**src/rtl/packet_fifo_pkg.sv**
```systemverilog
// rtl/packet_fifo_pkg.sv - pointer width and modulo pointer arithmetic helpers for packet_fifo
// Purpose: shared helpers so every pointer in the FIFO uses one width rule
//          and one wrap-aware subtraction.
// Ports:   none (package).
package packet_fifo_pkg;

    localparam int PTR_MAX_W = 32;

    typedef logic [PTR_MAX_W-1:0] ptr_wide_t;

    // Pointers carry one extra bit beyond the RAM address so that a full
    // FIFO (difference == DEPTH) is distinguishable from an empty one.
    function automatic int ptr_width(input int depth);
        return $clog2(depth) + 1;
    endfunction

    // a - b modulo 2**pw; callers zero-extend their pointers into ptr_wide_t.
    function automatic ptr_wide_t ptr_diff(input ptr_wide_t a, input ptr_wide_t b, input int pw);
        ptr_wide_t mask;
        mask = (ptr_wide_t'(1) << pw) - ptr_wide_t'(1);
        return (a - b) & mask;
    endfunction

endpackage

```
**src/rtl/packet_fifo_ram.sv**
```systemverilog
// rtl/packet_fifo_ram.sv - DATA_W x DEPTH storage with one write port and a registered read port
// Purpose: storage array for packet_fifo. The array itself is never reset;
//          only the read register is.
// Ports:   clk, rst (sync, active-high, read register only),
//          we/waddr/wdata (write port), re/raddr (read request),
//          rdata (registered read word, holds when re is low).
module fifo_ram #(
    parameter int DATA_W = 8,
    parameter int DEPTH  = 16,
    parameter int AW     = $clog2(DEPTH)
) (
    input  logic              clk,
    input  logic              rst,
    input  logic              we,
    input  logic [AW-1:0]     waddr,
    input  logic [DATA_W-1:0] wdata,
    input  logic              re,
    input  logic [AW-1:0]     raddr,
    output logic [DATA_W-1:0] rdata
);

    logic [DATA_W-1:0] mem_q [DEPTH];
    logic [DATA_W-1:0] rdata_q;

    always_ff @(posedge clk) begin
        if (we) begin
            mem_q[waddr] <= wdata;
        end
    end

    always_ff @(posedge clk) begin
        if (rst) begin
            rdata_q <= '0;
        end else if (re) begin
            rdata_q <= mem_q[raddr];
        end
    end

    assign rdata = rdata_q;

endmodule

```
**src/rtl/packet_fifo.sv**
```systemverilog
// rtl/packet_fifo.sv - packet-aware FIFO with commit/rollback on write and release/replay on read
// Purpose: buffers a word stream between two bridge sides. The writer
//          publishes whole packets with write_commit or abandons them with
//          write_error; the reader frees space with read_done or replays the
//          current packet with read_error.
// Ports:   clk, rst (sync, active-high), clear (sync flush),
//          write_enable/write_data/write_start/write_commit/write_error,
//          read_enable/read_start/read_done/read_error, read_data,
//          fifo_empty, fifo_full, used_count, free_count, overflow, underflow.
module packet_fifo
    import packet_fifo_pkg::*;
#(
    parameter int DATA_W = 8,
    parameter int DEPTH  = 16,
    parameter int AW     = $clog2(DEPTH)
) (
    input  logic              clk,
    input  logic              rst,
    input  logic              clear,
    input  logic              write_enable,
    input  logic [DATA_W-1:0] write_data,
    input  logic              write_start,
    input  logic              write_commit,
    input  logic              write_error,
    input  logic              read_enable,
    input  logic              read_start,
    input  logic              read_done,
    input  logic              read_error,
    output logic [DATA_W-1:0] read_data,
    output logic              fifo_empty,
    output logic              fifo_full,
    output logic [AW:0]       used_count,
    output logic [AW:0]       free_count,
    output logic              overflow,
    output logic              underflow
);

    typedef logic [ptr_width(DEPTH)-1:0] ptr_t;

    localparam ptr_t DEPTH_P = ptr_t'(DEPTH);

    ptr_t wr_ptr_q, wr_ptr_d, wr_mark_q, wr_mark_d, wr_cmt_q, wr_cmt_d;
    ptr_t rd_ptr_q, rd_ptr_d, rd_mark_q, rd_mark_d;
    logic overflow_q, overflow_d, underflow_q, underflow_d;

    ptr_t wr_span;
    logic wr_acc, rd_acc, flush;
    ptr_t wr_post, rd_post;

    assign flush = rst | clear;

    // Space is counted against the released read mark, so words that were
    // read but not yet released by read_done still occupy the FIFO.
    assign wr_span    = ptr_t'(ptr_diff(ptr_wide_t'(wr_ptr_q), ptr_wide_t'(rd_mark_q), ptr_width(DEPTH)));
    assign fifo_full  = (wr_span == DEPTH_P);
    assign fifo_empty = (rd_ptr_q == wr_cmt_q);
    assign used_count = ptr_t'(ptr_diff(ptr_wide_t'(wr_cmt_q), ptr_wide_t'(rd_ptr_q), ptr_width(DEPTH)));
    assign free_count = DEPTH_P - wr_span;

    // Error inputs cancel the access outright; a cancelled access is not a
    // rejected one, so it does not count toward overflow/underflow.
    assign wr_acc  = write_enable & ~write_error & ~fifo_full & ~flush;
    assign rd_acc  = read_enable & ~read_error & ~fifo_empty & ~flush;
    assign wr_post = wr_ptr_q + ptr_t'(wr_acc);
    assign rd_post = rd_ptr_q + ptr_t'(rd_acc);

    always_comb begin
        wr_ptr_d    = wr_ptr_q;
        wr_mark_d   = wr_mark_q;
        wr_cmt_d    = wr_cmt_q;
        overflow_d  = 1'b0;
        if (write_error) begin
            wr_ptr_d = wr_mark_q;
        end else begin
            wr_ptr_d   = wr_post;
            overflow_d = write_enable & fifo_full;
            if (write_start) begin
                wr_mark_d = wr_ptr_q;
            end
            // A word written alongside write_start opens the next packet, so
            // it must stay invisible even if write_commit closes the old one.
            if (write_commit) begin
                wr_cmt_d = write_start ? wr_ptr_q : wr_post;
            end
        end
    end

    always_comb begin
        rd_ptr_d    = rd_ptr_q;
        rd_mark_d   = rd_mark_q;
        underflow_d = 1'b0;
        if (read_error) begin
            rd_ptr_d = rd_mark_q;
        end else begin
            rd_ptr_d    = rd_post;
            underflow_d = read_enable & fifo_empty;
            if (read_start) begin
                rd_mark_d = rd_ptr_q;
            end
            if (read_done) begin
                rd_mark_d = rd_post;
            end
        end
    end

    always_ff @(posedge clk) begin
        if (flush) begin
            wr_ptr_q    <= '0;
            wr_mark_q   <= '0;
            wr_cmt_q    <= '0;
            rd_ptr_q    <= '0;
            rd_mark_q   <= '0;
            overflow_q  <= 1'b0;
            underflow_q <= 1'b0;
        end else begin
            wr_ptr_q    <= wr_ptr_d;
            wr_mark_q   <= wr_mark_d;
            wr_cmt_q    <= wr_cmt_d;
            rd_ptr_q    <= rd_ptr_d;
            rd_mark_q   <= rd_mark_d;
            overflow_q  <= overflow_d;
            underflow_q <= underflow_d;
        end
    end

    assign overflow  = overflow_q;
    assign underflow = underflow_q;

    fifo_ram #(
        .DATA_W (DATA_W),
        .DEPTH  (DEPTH),
        .AW     (AW)
    ) u_ram (
        .clk   (clk),
        .rst   (flush),
        .we    (wr_acc),
        .waddr (wr_ptr_q[AW-1:0]),
        .wdata (write_data),
        .re    (rd_acc),
        .raddr (rd_ptr_q[AW-1:0]),
        .rdata (read_data)
    );

endmodule

```
**config.mk**
```make
export PLATFORM = sky130hd
export DESIGN_NAME = packet_fifo
export DESIGN_NICKNAME = d
export VERILOG_FILES = /design/src/rtl/packet_fifo_pkg.sv /design/src/rtl/packet_fifo_ram.sv /design/src/rtl/packet_fifo.sv
export SDC_FILE = /design/constraint.sdc
export NUM_CORES = 1
export LEC_CHECK = 0
export ABC_AREA = 1
export CORE_MARGIN = 10
export CORE_UTILIZATION = 40
export DETAILED_ROUTE_END_ITERATION = 16
export DONT_BUFFER_PORTS = 1
export HOLD_SLACK_MARGIN = 0.02
export SETUP_SLACK_MARGIN = 0.5
export SYNTH_ARGS = -nofsm -noshare
export SYNTH_HDL_FRONTEND = slang
export SYNTH_SLANG_ARGS = --single-unit
```
**constraint.sdc**
```tcl
create_clock -name clk -period 5.35 [get_ports clk]
set_clock_uncertainty 0.15 [all_clocks]
set_input_delay 0 -clock clk [delete_from_list [all_inputs] [get_ports clk]]
set_output_delay 0 -clock clk [all_outputs]
set_load 0.01 [all_outputs]
```
==> results of run 1 <==
-- critical path: cells and delay by family --
kind	cells	cell delay, ns
adder cells (fa/ha/maj)	2	0.51
AO/OA/AOI/OAI	3	0.69
AND/OR/NAND/NOR	2	0.33
buffers and inverters	3	2.33
-- per-stage QoR --
stage / cell area, sq um / instances / setup slack, ns / util
final: 8310 / 1037 / 1.64 / 0.459
after global routing: 8310 / 1037 / 1.41 / 0.459
after CTS: 8310 / 1037 / 1.68 / 0.459
after detailed placement: 7550 / 985 / 1.76 / 0.418
after global placement: 7550 / 985 / 1.85 / 0.418
after floorplan: 7410 / 782 / 2.39 / -
-- repair_timing --
item                                    4_1_cts  5_1_grt
hold buffers                                 20        0
endpoints found under the hold margin       163        0
gates resized for setup                       0        0
endpoints found under the setup margin        0        0
-- sequential cells by signal, summed over array words and instances (netlist names) --
signal / flops
overflow: 1
rd_mark_q: 5
rd_ptr_q: 5
u_ram.mem_q: 128
u_ram.rdata: 8
underflow: 1
wr_cmt_q: 5
wr_mark_q: 5
wr_ptr_q: 5
-- per-layer routing --
metal	routed length, um	global-route usage	share of wire
met5	0	0	0
met4	380	0.0670	0.022
met1	7610	0.183	0.43
met3	877	0.0301	0.050
met2	8670	0.250	0.49
-- report_power, final --
group          internal (uW)  switching (uW)
clock                    646             511
sequential              1370            8.09
combinational           47.6             114
total                   2070             634
-- Yosys cell counts (2+ instances only) --
cell      count
nand2_1     196
edfxtp_1    128
inv_1       125
nand3_1      95
nor2_1       64
dfxtp_1      35
a21oi_1      34
o21ai_0      23
buf_2        15
ha_1         14
xor2_1       10
buf_4         6
clkbuf_1      6
inv_2         4
xnor2_1       4
nor2_2        3
a211oi_1      2
a31oi_1       2
buf_6         2
clkinv_1      2
fa_1          2
nand3_2       2
nor3_1        2
-- worst max path at each step --
stage | from | depth (start not counted) | endpoint
3_5_place_dp | wr_ptr_q[0]$_SDFF_PP0_ | 10 | u_ram.mem_q[10][7]$_DFFE_PP_
4_1_cts | rst | 10 | rd_ptr_q[1]$_SDFF_PP0_
6_report | rst | 10 | rd_ptr_q[1]$_SDFF_PP0_
2_1_floorplan | wr_ptr_q[0]$_SDFF_PP0_ | 10 | u_ram.mem_q[0][0]$_DFFE_PP_
3_3_place_gp | wr_ptr_q[0]$_SDFF_PP0_ | 10 | u_ram.mem_q[10][1]$_DFFE_PP_
5_1_grt | rst | 10 | rd_ptr_q[1]$_SDFF_PP0_
-- placed cells by master (no fill, tap or decap), types with 2 or more instances in the layout --
cell type / n
a211oi_1: 2
a21oi_1: 34
a31oi_1: 2
buf_4: 3
clkbuf_1: 2
clkbuf_16: 17
clkinv_1: 3
clkinvlp_4: 4
dfxtp_1: 34
dlygate4sd3_1: 20
edfxtp_1: 128
fa_1: 2
ha_1: 14
inv_1: 125
inv_2: 4
inv_6: 4
nand2_1: 196
nand3_1: 95
nand3_2: 2
nor2_1: 64
nor2_2: 3
nor3_1: 2
o21ai_0: 23
xnor2_1: 4
xor2_1: 10
-- area by class of cell --
type                    instances  area, sq um  share of cell area
clock buffers                  19          433              0.0521
multi-input cells             459         2210               0.266
flip-flops and latches        163         4550               0.547
clock inverters                13          124              0.0149
repair buffers                 23          223              0.0268
inverters                     131          492              0.0592
well taps                     229          287              0.0345
-- cell families after synthesis --
group | count (synthesis)
AO/OA/AOI/OAI | 63
adder cells (fa/ha/maj) | 16
AND/OR/NAND/NOR | 366
flip-flops | 163
buffers and inverters | 160
XOR/XNOR | 14
==> key figures, run 1 <==
Setup path
  – Startpoint types: input pin
  – Crit-path max cell delay: 1.20 ns
  – Slowest-stage cell, CP: dlygate4sd3_1
  – R2R setup slack: 1.80 ns
  – Critical R2R Launch: wr_ptr_q[0]$_SDFF_PP0_
  – Crit-path cells: dlygate4sd3_1, nor2_4, dlygate4sd3_1, nand3_2, a21oi_4, ha_1, ha_1, o21ai_0, a21oi_1, dlygate4sd3_1
  – CP required: 5.51 ns
  – CP Class: in -> reg
  – Worst setup EP type: register
  – Worst R2R Path Depth: 10
  – Crit path DAT: 3.88 ns
  – Max FO, Critical Path: 24
  – CP most frequent cell: dlygate4sd3_1
  – Reg2reg end: u_ram.mem_q[15][1]$_DFFE_PP_

Timing
  – Final Setup Violations: 0
  – Fin Setup TNS: 0 ns
  – Fin crit share: 0.694
  – Minimum hold slack: 0.150 ns
  – Fmax: 269 MHz
  – Post-route minimum period: 3.71 ns
  – Worst-Margin Slew: 1.11 ns
  – Final Max Slew Viols: 0
  – RSZ-0062 raised after global routing: false
  – Final Hold Viols: 0
  – Slew margin rel.: 0.261

Logic synthesis
  – Synth Register Bits: 163
  – Async set-reset flop share out of synthesis: 0
  – Sequential area share after synthesis: 0.613
  – Mean Syn Cell Area: 9.47 sq um
  – Synth Area in Compound Gates: 0.0456
  – Simple-gate share of the synthesized area: 0.207
  – Adder-cell share of the synthesized area: 0.0290
  – Post-synthesis xor/xnor area fraction: 0.0166
  – Mapped Nets: 817
  – Mux contribution to synthesized area: 0
  – Main synth FF type: edfxtp_1
  – Largest family of logic cells by synthesized area: simple AND/OR/NAND/NOR gates
  – Mapped Area: 7410 sq um
  – Dominant cell type by area after synthesis: edfxtp_1
  – Cell variety after synth: 29
  – Area share of the largest cell type after synthesis: 0.519
  – Syn Inst Count: 782
  – Synth area leaders: edfxtp_1 (52%), nand2_1 (9.9%), dfxtp_1 (9.5%), nand3_1 (6.4%), inv_1 (6.3%)
  – Synth Warn #: 0
  – Post-synth EDFFs: 128

Power and ir drop
  – Total power: 2700 uW
  – Power per Cell Area: 325 nW/um^2
  – Cell leakage power: 0.00346 uW
  – Maximum vdd drop: 0.250 mV

Global routing
  – Antenna violations before repair: 0
  – GRT Total Usage: 0.149
  – Vias in the first global route: 5036
  – Congestion Overflow GR: 0
  – First-pass GRT wire length: 27.7 mm
  – Largest net degree at the start of global routing: 68

Die
  – Die Width: 156 um
  – Die Y: 156 um
  – FP Rows: 49
  – Area of the core: 18100 sq um
  – Die area: 24400 sq um
  – Starting Density: 0.410
  – Boundary Pins: 41

Layout
  – Area delta synth->final: 12.2%
  – ANT cells: 0
  – Nets: 830
  – Fillcell total: 1669
  – Fraction of layout cells with a size suffix above 1: 0.0557

Drt
  – Drt pass-1 iters: 5
  – WL per Instance: 16.9 um
  – Drc violations: 0
  – Routed Antenna Nets: 0
  – Initial DRC count: 471
  – Vias/cell: 4.94
  – Via count: 5121
  – Overall routed net length: 17.5 mm

Status
  – Status: completed

Clocking
  – CTS buffer count: 17
  – Clock buffer depth: 2
  – CTS root buf: clkbuf_16
  – H-tree levels: 4
  – Clk pin slew, worst setup/hold paths: 0.06 ns
  – CTS tree: built
  – Clk sink count: 163
  – Clk_lat worst skew: 0.43 ns
  – Postcts setup bufs: 0

Placement
  – Final HPWL DP: 11.4 mm
  – PortBufs: 0
  – GP Congestion: 0.819

Run
  – Max-Cap Viols: 0

Hold path
  – Hold Crit Class: in -> reg
  – WHS Endpoint: rd_ptr_q[1]$_SDFF_PP0_
  – Hold path startpoint: clear
  – Min-Delay Path Depth: 4
(Power assumes the default switching activity.)
==> run 2, diff against run 1 <==
--- a/config.mk
+++ b/config.mk
@@ -5,7 +5,7 @@
 export SDC_FILE = /design/constraint.sdc
 export NUM_CORES = 1
 export LEC_CHECK = 0
-export ABC_AREA = 1
+export ABC_AREA = 0
 export CORE_MARGIN = 10
 export CORE_UTILIZATION = 40
 export DETAILED_ROUTE_END_ITERATION = 16
==> constraint.sdc (replaced) <==
create_clock -name clk -period 3.6 [get_ports clk]
set_clock_uncertainty 0.15 [all_clocks]
set_input_delay 0 -clock clk [delete_from_list [all_inputs] [get_ports clk]]
set_output_delay 0 -clock clk [all_outputs]
set_load 0.01 [all_outputs]
==> run 2 against run 1 <==
Effect of this change: routed wire length fell by 13%; clock power rose by 49%; total power rose by 46%; register-to-register slack got worse by 1.2 ns; synthesized cell count fell by 39%.
==> key figures, run 2 <==
Status
  – Status: completed (unchanged)

Logic synthesis
  – Main synth FF type: edfxtp_1 (unchanged)
  – Cell variety after synth: 39 (was 29)
  – Area share of the largest cell type after synthesis: 0.559 (was 0.519)
  – Synth Warn #: 0 (unchanged)
  – Commonest cells post-synth: edfxtp_1 (128), mux2i_1 (65), nor2_1 (44), dfxtp_1 (35), inv_1 (17) (was nand2_1 (196), edfxtp_1 (128), inv_1 (125), nand3_1 (95), nor2_1 (64))
  – Mean Syn Cell Area: 14.4 sq um (was 9.47 sq um)
  – Mapped Nets: 512 (was 817)
  – Async set-reset flop share out of synthesis: 0 (unchanged)
  – Syn Inst Count: 477 (was 782)
  – Synth Register Bits: 163 (unchanged)
  – Post-synth EDFFs: 128 (unchanged)
  – Sequential area share after synthesis: 0.660 (was 0.613)
  – Mapped Area: 6880 sq um (was 7410 sq um)
  – Count leader, synth: edfxtp_1 (was nand2_1)
  – Synth area leaders: edfxtp_1 (56%), dfxtp_1 (10%), mux2i_1 (9.5%), mux4_2 (2.6%), ha_1 (2.5%) (was edfxtp_1 (52%), nand2_1 (9.9%), dfxtp_1 (9.5%), nand3_1 (6.4%), inv_1 (6.3%))
  – Dominant cell type by area after synthesis: edfxtp_1 (unchanged)

Clocking
  – CTS tree: built (unchanged)
  – Clk sink count: 163 (unchanged)
  – Clk_lat worst skew: 0.43 ns (about the same)
  – CTS buffer count: 17 (unchanged)
  – H-tree levels: 4 (unchanged)
  – CTS root buf: clkbuf_16 (unchanged)
  – Clk pin slew, worst setup/hold paths: 0.06 ns (about the same)
  – Clock buffer depth: 2 (unchanged)

Layout
  – Area delta synth->final: 17.7% (was 12.2%)
  – ANT cells: 0 (unchanged)
  – Most frequent cells in the layout: edfxtp_1 (128), mux2i_1 (65), nor2_1 (44) (was nand2_1 (196), edfxtp_1 (128), inv_1 (125))
  – Biggest register: u_ram.mem_q (unchanged)
  – Commonest non-fill, non-tap cell in the layout: edfxtp_1 (was nand2_1)
  – Nets: 554 (was 830)
  – Fraction of layout cells with a size suffix above 1: 0.169 (was 0.0557)
  – Max FFs per register: 128 (unchanged)
  – Final cell count without fillers: 752 (was 1037)

Setup path
  – CP required: 3.79 ns (was 5.51 ns)
  – Reg2reg end: wr_cmt_q[4]$_SDFFE_PP0P_ (was u_ram.mem_q[15][1]$_DFFE_PP_)
  – Slowest-stage cell, CP: fa_2 (was dlygate4sd3_1)
  – CP most frequent cell: ha_4 (was dlygate4sd3_1)
  – Crit path DAT: 3.19 ns (was 3.88 ns)
  – Worst R2R Path Depth: 13 (was 10)
  – Crit-path cells: inv_2, ha_4, fa_2, ha_4, nand2_1, a21oi_2, ha_2, nor3_4, ha_2, ha_4, nand3_2, or3_1, a311oi_1 (was dlygate4sd3_1, nor2_4, dlygate4sd3_1, nand3_2, a21oi_4, ha_1, ha_1, o21ai_0, a21oi_1, dlygate4sd3_1)
  – Crit-path max cell delay: 0.46 ns (was 1.20 ns)
  – Max FO, Critical Path: 6 (was 24)
  – Startpoint types: register (was input pin)
  – Critical R2R Launch: wr_ptr_q[0]$_SDFF_PP0_ (unchanged)
  – Worst setup EP type: register (unchanged)
  – CP Class: reg -> reg (was in -> reg)
  – R2R setup slack: 0.60 ns (was 1.80 ns)

Power and ir drop
  – Maximum vdd drop: 0.386 mV (was 0.250 mV)
  – Cell leakage power: 0.00267 uW (was 0.00346 uW)
  – Power per Cell Area: 488 nW/um^2 (was 325 nW/um^2)

Die
  – FP Rows: 47 (was 49)
  – Die Width: 151 um (was 156 um)
  – Die Y: 151 um (was 156 um)
  – Boundary Pins: 41 (unchanged)
  – Area of the core: 16700 sq um (was 18100 sq um)
  – Starting Density: 0.412 (was 0.410)
  – Die area: 22800 sq um (was 24400 sq um)

Hold path
  – Min-Delay Path Depth: 3 (was 4)
  – WHS Endpoint: underflow$_SDFF_PP0_ (was rd_ptr_q[1]$_SDFF_PP0_)
  – Hold path startpoint: rst (was clear)
  – Hold Crit Class: in -> reg (unchanged)

Drt
  – WL per Instance: 20.3 um (was 16.9 um)
  – Overall routed net length: 15.2 mm (was 17.5 mm)
  – Routed Antenna Nets: 0 (unchanged)
  – Vias/cell: 5.35 (was 4.94)
  – Initial DRC count: 441 (was 471)
  – Via count: 4021 (was 5121)
  – Drt pass-1 iters: 5 (unchanged)
  – Drc violations: 0 (unchanged)

Timing
  – Minimum hold slack: 0.211 ns (was 0.150 ns)
  – Post-route minimum period: 3.00 ns
  – Fin crit share: 0.834
  – Final Hold Viols: 0 (unchanged)
  – RSZ-0062 raised after global routing: true (was false)
  – Fin Setup TNS: 0 ns (unchanged)
  – Slew margin rel.: 0.495 (was 0.261)
  – Fmax: 333 MHz
  – Final Max Slew Viols: 0 (unchanged)
  – Final Setup Violations: 0 (unchanged)
  – Worst-Margin Slew: 0.755 ns (was 1.11 ns)

Global routing
  – Largest net degree at the start of global routing: 27 (was 68)
  – Congestion Overflow GR: 0 (unchanged)
  – GRT Total Usage: 0.140 (was 0.149)
  – First-pass GRT wire length: 23.8 mm (was 27.7 mm)
  – Vias in the first global route: 4044 (was 5036)
  – Antenna violations before repair: 1 (was 0)
  – Met3 GRT Util: 0.0316 (was 0.0301)
  – Gr busiest metal: met2 (unchanged)
  – Met1 Track Usage GR: 0.177 (was 0.183)
  – Met2 usage: 0.228 (was 0.250)

Placement
  – Final HPWL DP: 10.0 mm (was 11.4 mm)
  – Placed cells: 700 (was 985)
  – GP Congestion: 0.811 (was 0.819)
  – PortBufs: 0 (unchanged)

Run
  – Max-Cap Viols: 0 (unchanged)
-- run 2: cell types whose count changed in the layout (fill, tap and decap cells not counted), sizes merged, moves of 8 or more --
cell / before / now
o21ai: 23 / 11
xnor2: 4 / 12
mux2i: 0 / 65
a22oi: 0 / 8
nand3: 97 / 10
nor3: 2 / 15
nand2: 196 / 11
o22ai: 0 / 16
mux4: 0 / 8
buf: 3 / 29
inv: 134 / 19
a21oi: 35 / 5
nor2: 68 / 44
-- run 2: area by class of cell --
cell class / instances / area, sq um
fillers: 1464 / 8600
inverters: 18 / 67.6
well taps: 220 / 275
repair buffers: 48 / 408
flip-flops and latches: 163 / 4560
clock buffers: 22 / 474
clock inverters: 10 / 98.8
multi-input cells: 271 / 2210
-- run 2: kinds of logic after synthesis --
group	after synthesis	synth area share
multiplexers	73	0.121
AO/OA/AOI/OAI	64	0.0646
flip-flops	163	0.660
buffers and inverters	43	0.0280
adder cells (fa/ha/maj)	16	0.0313
AND/OR/NAND/NOR	99	0.0687
XOR/XNOR	19	0.0262
-- run 2: worst max-delay path: cells and delay by family, from the launching register on --
family / cells / cell delay, ns
adder cells (fa/ha/maj): 6 / 1.43
flip-flops: 1 / 0.38
AO/OA/AOI/OAI: 2 / 0.29
AND/OR/NAND/NOR: 4 / 0.61
buffers and inverters: 1 / 0.06
-- run 2: how the worst max path moves through the flow --
| stage | start | end | slack [ns] | cells after the start |
|---|---|---|---|---|
| final | wr_ptr_q[0]$_SDFF_PP0_ | wr_cmt_q[4]$_SDFFE_PP0P_ | 0.60 | 13 |
| after global routing | wr_ptr_q[0]$_SDFF_PP0_ | wr_cmt_q[4]$_SDFFE_PP0P_ | 0.44 | 13 |
| after CTS | wr_ptr_q[0]$_SDFF_PP0_ | wr_cmt_q[4]$_SDFFE_PP0P_ | 0.54 | 13 |
| after detailed placement | wr_ptr_q[0]$_SDFF_PP0_ | wr_cmt_q[4]$_SDFFE_PP0P_ | 0.22 | 14 |
| after global placement | wr_ptr_q[0]$_SDFF_PP0_ | wr_cmt_q[4]$_SDFFE_PP0P_ | 0.36 | 13 |
| after floorplan | wr_ptr_q[0]$_SDFF_PP0_ | u_ram.mem_q[2][0]$_DFFE_PP_ | 0.50 | 10 |
-- run 2: timing repair --
item	4_1_cts	5_1_grt
buffers inserted	1	0
hold buffers	19	0
pin swaps	3	3
endpoints found under the setup margin	125	127
gates resized for setup	13	5
endpoints found under the hold margin	163	0
-- run 2: through the flow --
stage,total power [uW],setup WS (ns),cell area (sq um),utilization
global placement,2220,0.355,7260,0.435
detailed placement,2220,0.219,7260,0.435
floorplan,2190,0.496,6900,-
finish,3960,0.597,8100,0.485
CTS,3980,0.542,8080,0.484
global route,4080,0.436,8100,0.485
-- run 2: report_power, final --
| group | total [uW] | internal (uW) | leakage [uW] | switching (uW) |
|---|---|---|---|---|
| Combinational | 184 | 68.7 | 0.000960 | 115 |
| Clock | 1730 | 1010 | 0.000277 | 716 |
| Sequential | 2040 | 2030 | 0.00144 | 10.2 |
| Total | 3960 | 3110 | 0.00267 | 842 |
-- run 2: layer usage --
metal,routed length [um],part of all wire,vias to the layer above
met1,6590,0.43,2028
met3,626,0.041,22
li1,-,-,1891
met5,13,0.00085,-
met4,258,0.017,2
met2,7750,0.51,78
==> run 3, diff against run 2 <==
==> constraint.sdc (replaced) <==
create_clock -name clk -period 2.6 [get_ports clk]
set_clock_uncertainty 0.15 [all_clocks]
set_input_delay 0 -clock clk [delete_from_list [all_inputs] [get_ports clk]]
set_output_delay 0 -clock clk [all_outputs]
set_load 0.01 [all_outputs]
==> run 3 against run 2 <==
Effect of this change: clock power grew 40%; combinational power grew 75%; non-clock buffer count up 32; the run now ends with negative setup slack left; critical path depth rose by 1; fmax rose by 4.1%.
==> key figures, run 3 (synthesized netlist as in run 2, its figures left out) <==
Drt
  – Drt pass-1 iters: 4 (was 5)
  – Routed Antenna Nets: 0 (unchanged)
  – Initial DRC count: 250 (was 441)
  – Drc violations: 0 (unchanged)
  – WL per Instance: 20.1 um (was 20.3 um)
  – Overall routed net length: 15.7 mm (was 15.2 mm)
  – Via count: 4054 (was 4021)
  – Vias/cell: 5.17 (was 5.35)

Placement
  – Placed cells: 715 (was 700)
  – Setup WS pre-CTS: -0.384 ns (was 0.219 ns)
  – PortBufs: 0 (unchanged)
  – GP Congestion: 0.780 (was 0.811)
  – Final HPWL DP: 10.2 mm (was 10.0 mm)

Timing
  – Fin crit share: 1.11 (was 0.834)
  – Slew margin rel.: 0.420 (was 0.495)
  – RSZ-0062 raised after global routing: true (unchanged)
  – Fmax: 347 MHz (was 333 MHz)
  – Final Setup Violations: 129 (was 0)
  – Final Hold Viols: 0 (unchanged)
  – Setup ws final: -0.285 ns (was 0.597 ns)
  – Final Max Slew Viols: 0 (unchanged)
  – Post-route minimum period: 2.88 ns (was 3.00 ns)
  – Worst-Margin Slew: 0.866 ns (was 0.755 ns)

Layout
  – Final cell count without fillers: 784 (was 752)
  – Biggest register: u_ram.mem_q (unchanged)
  – Commonest non-fill, non-tap cell in the layout: edfxtp_1 (unchanged)
  – Nets: 586 (was 554)
  – ANT cells: 0 (unchanged)
  – Most frequent cells in the layout: edfxtp_1 (128), mux2i_1 (64), nor2_1 (32), buf_4 (32), dfxtp_1 (26) (was edfxtp_1 (128), mux2i_1 (65), nor2_1 (44))
  – Max FFs per register: 128 (unchanged)
  – Fillcell total: 1320 (was 1464)
  – Fraction of layout cells with a size suffix above 1: 0.303 (was 0.169)
  – Area delta synth->final: 29.8% (was 17.7%)

Hold path
  – Hold Crit Class: in -> reg (unchanged)

Die
  – Die Y: 151 um (unchanged)
  – Starting Density: 0.412 (unchanged)
  – FP Rows: 47 (unchanged)
  – Boundary Pins: 41 (unchanged)
  – Area of the core: 16700 sq um (unchanged)
  – Die Width: 151 um (unchanged)
  – Die area: 22800 sq um (unchanged)

Setup path
  – Worst setup EP type: register (unchanged)
  – Max FO, Critical Path: 3 (was 6)
  – Crit path DAT: 3.07 ns (was 3.19 ns)
  – Startpoint types: register (unchanged)
  – CP required: 2.79 ns (was 3.79 ns)
  – CP Class: reg -> reg (unchanged)

Clocking
  – CTS tree: built (unchanged)
  – Clk_lat worst skew: 0.42 ns (was 0.43 ns)
  – Clk pin slew, worst setup/hold paths: 0.06 ns (about the same)
  – Clock buffer depth: 2 (unchanged)
  – H-tree levels: 4 (unchanged)
  – Clk sink count: 163 (unchanged)
  – CTS buffer count: 17 (unchanged)
  – CTS root buf: clkbuf_16 (unchanged)

Global routing
  – Largest net degree at the start of global routing: 30 (was 27)
  – Vias in the first global route: 4089 (was 4044)
  – Congestion Overflow GR: 0 (unchanged)
  – First-pass GRT wire length: 23.8 mm (about the same)
  – Antenna violations before repair: 0 (was 1)
  – GRT Total Usage: 0.142 (was 0.140)

Status
  – Failing checks: negative setup slack
  – Status: finished, violations left (was completed)

Power and ir drop
  – Power per Cell Area: 625 nW/um^2 (was 488 nW/um^2)
  – Cell leakage power: 0.00290 uW (was 0.00267 uW)
  – Maximum vdd drop: 0.475 mV (was 0.386 mV)

Run
  – Max-Cap Viols: 0 (unchanged)
==> run 3: path summary, 6_finish.rpt <==
| kind | start | to | slack (ns) | depth (start not counted) |
|---|---|---|---|---|
| max reg2reg | rd_mark_q[1]$_SDFFE_PP0P_ | wr_cmt_q[4]$_SDFFE_PP0P_ | -0.28 | 14 |
| min reg2reg | wr_mark_q[2]$_SDFFE_PP0P_ | wr_mark_q[2]$_SDFFE_PP0P_ | 0.35 | 2 |
| max | rd_mark_q[1]$_SDFFE_PP0P_ | wr_cmt_q[4]$_SDFFE_PP0P_ | -0.28 | 14 |
| min | read_error | rd_ptr_q[3]$_SDFF_PP0_ | 0.02 | 2 |
==> run 3: critical path, cell delays in order (launching register included) <==
cell and delay (ns):
dfxtp_4 0.37, inv_2 0.05, ha_4 0.22, nor2b_4 0.11, o21a_1 0.21, or3_1 0.39
a21oi_2 0.14, ha_2 0.21, nor3_4 0.05, ha_2 0.21, ha_4 0.16, nand3_2 0.07
buf_4 0.11, o21ai_1 0.06, a311oi_2 0.27
==> run 3: repair_timing <==
| action | 4_1_cts | 5_1_grt |
|---|---|---|
| cloned | 1 | 0 |
| hold buffers | 19 | 0 |
| setup endpoints to repair | 155 | 153 |
| pin swaps | 12 | 28 |
| endpoints found under the hold margin | 163 | 0 |
| setup buffers | 9 | 8 |
| resized for setup | 38 | 28 |
==> run 3: metal layers <==
metal | vias to the layer above | GRT usage | part of all wire
li1 | 1962 | - | -
met1 | 1999 | 0.182 | 0.43
met2 | 80 | 0.227 | 0.49
met3 | 13 | 0.0367 | 0.066
met4 | 0 | 0.0500 | 0.012
met5 | - | 0 | 0
==> run 3: layout make-up <==
cell class | count | area, sq um | share of cell area
clock inverter | 14 | 150 | 0.0168
inverter | 18 | 77.6 | 0.00868
timing repair buffer | 80 | 871 | 0.0975
multi-input combinational | 271 | 2570 | 0.287
sequential | 163 | 4560 | 0.511
tap | 220 | 275 | 0.0308
clock buffer | 18 | 429 | 0.0480
==> run 3: stage by stage <==
stage	hold WS, ns	instance area [sq um]	utilization	power, uW	TNS, ns
2_1_floorplan	-0.0511	7160	-	3050	-27.21
3_3_place_gp	-0.0497	7690	0.460	3090	-33.63
3_5_place_dp	-0.0498	7690	0.460	3100	-35.81
4_1_cts	0.104	8750	0.524	5610	-27.35
5_1_grt	0.0484	8930	0.535	5780	-42.13
6_report	0.0156	8930	0.535	5580	-25.38
==> run 3: power breakdown <==
part	leakage (uW)	internal [uW]	switching, uW
logic	0.00118	140	182
clock network	0.000282	1430	1000
registers	0.00144	2820	12.2
total	0.00290	4380	1200
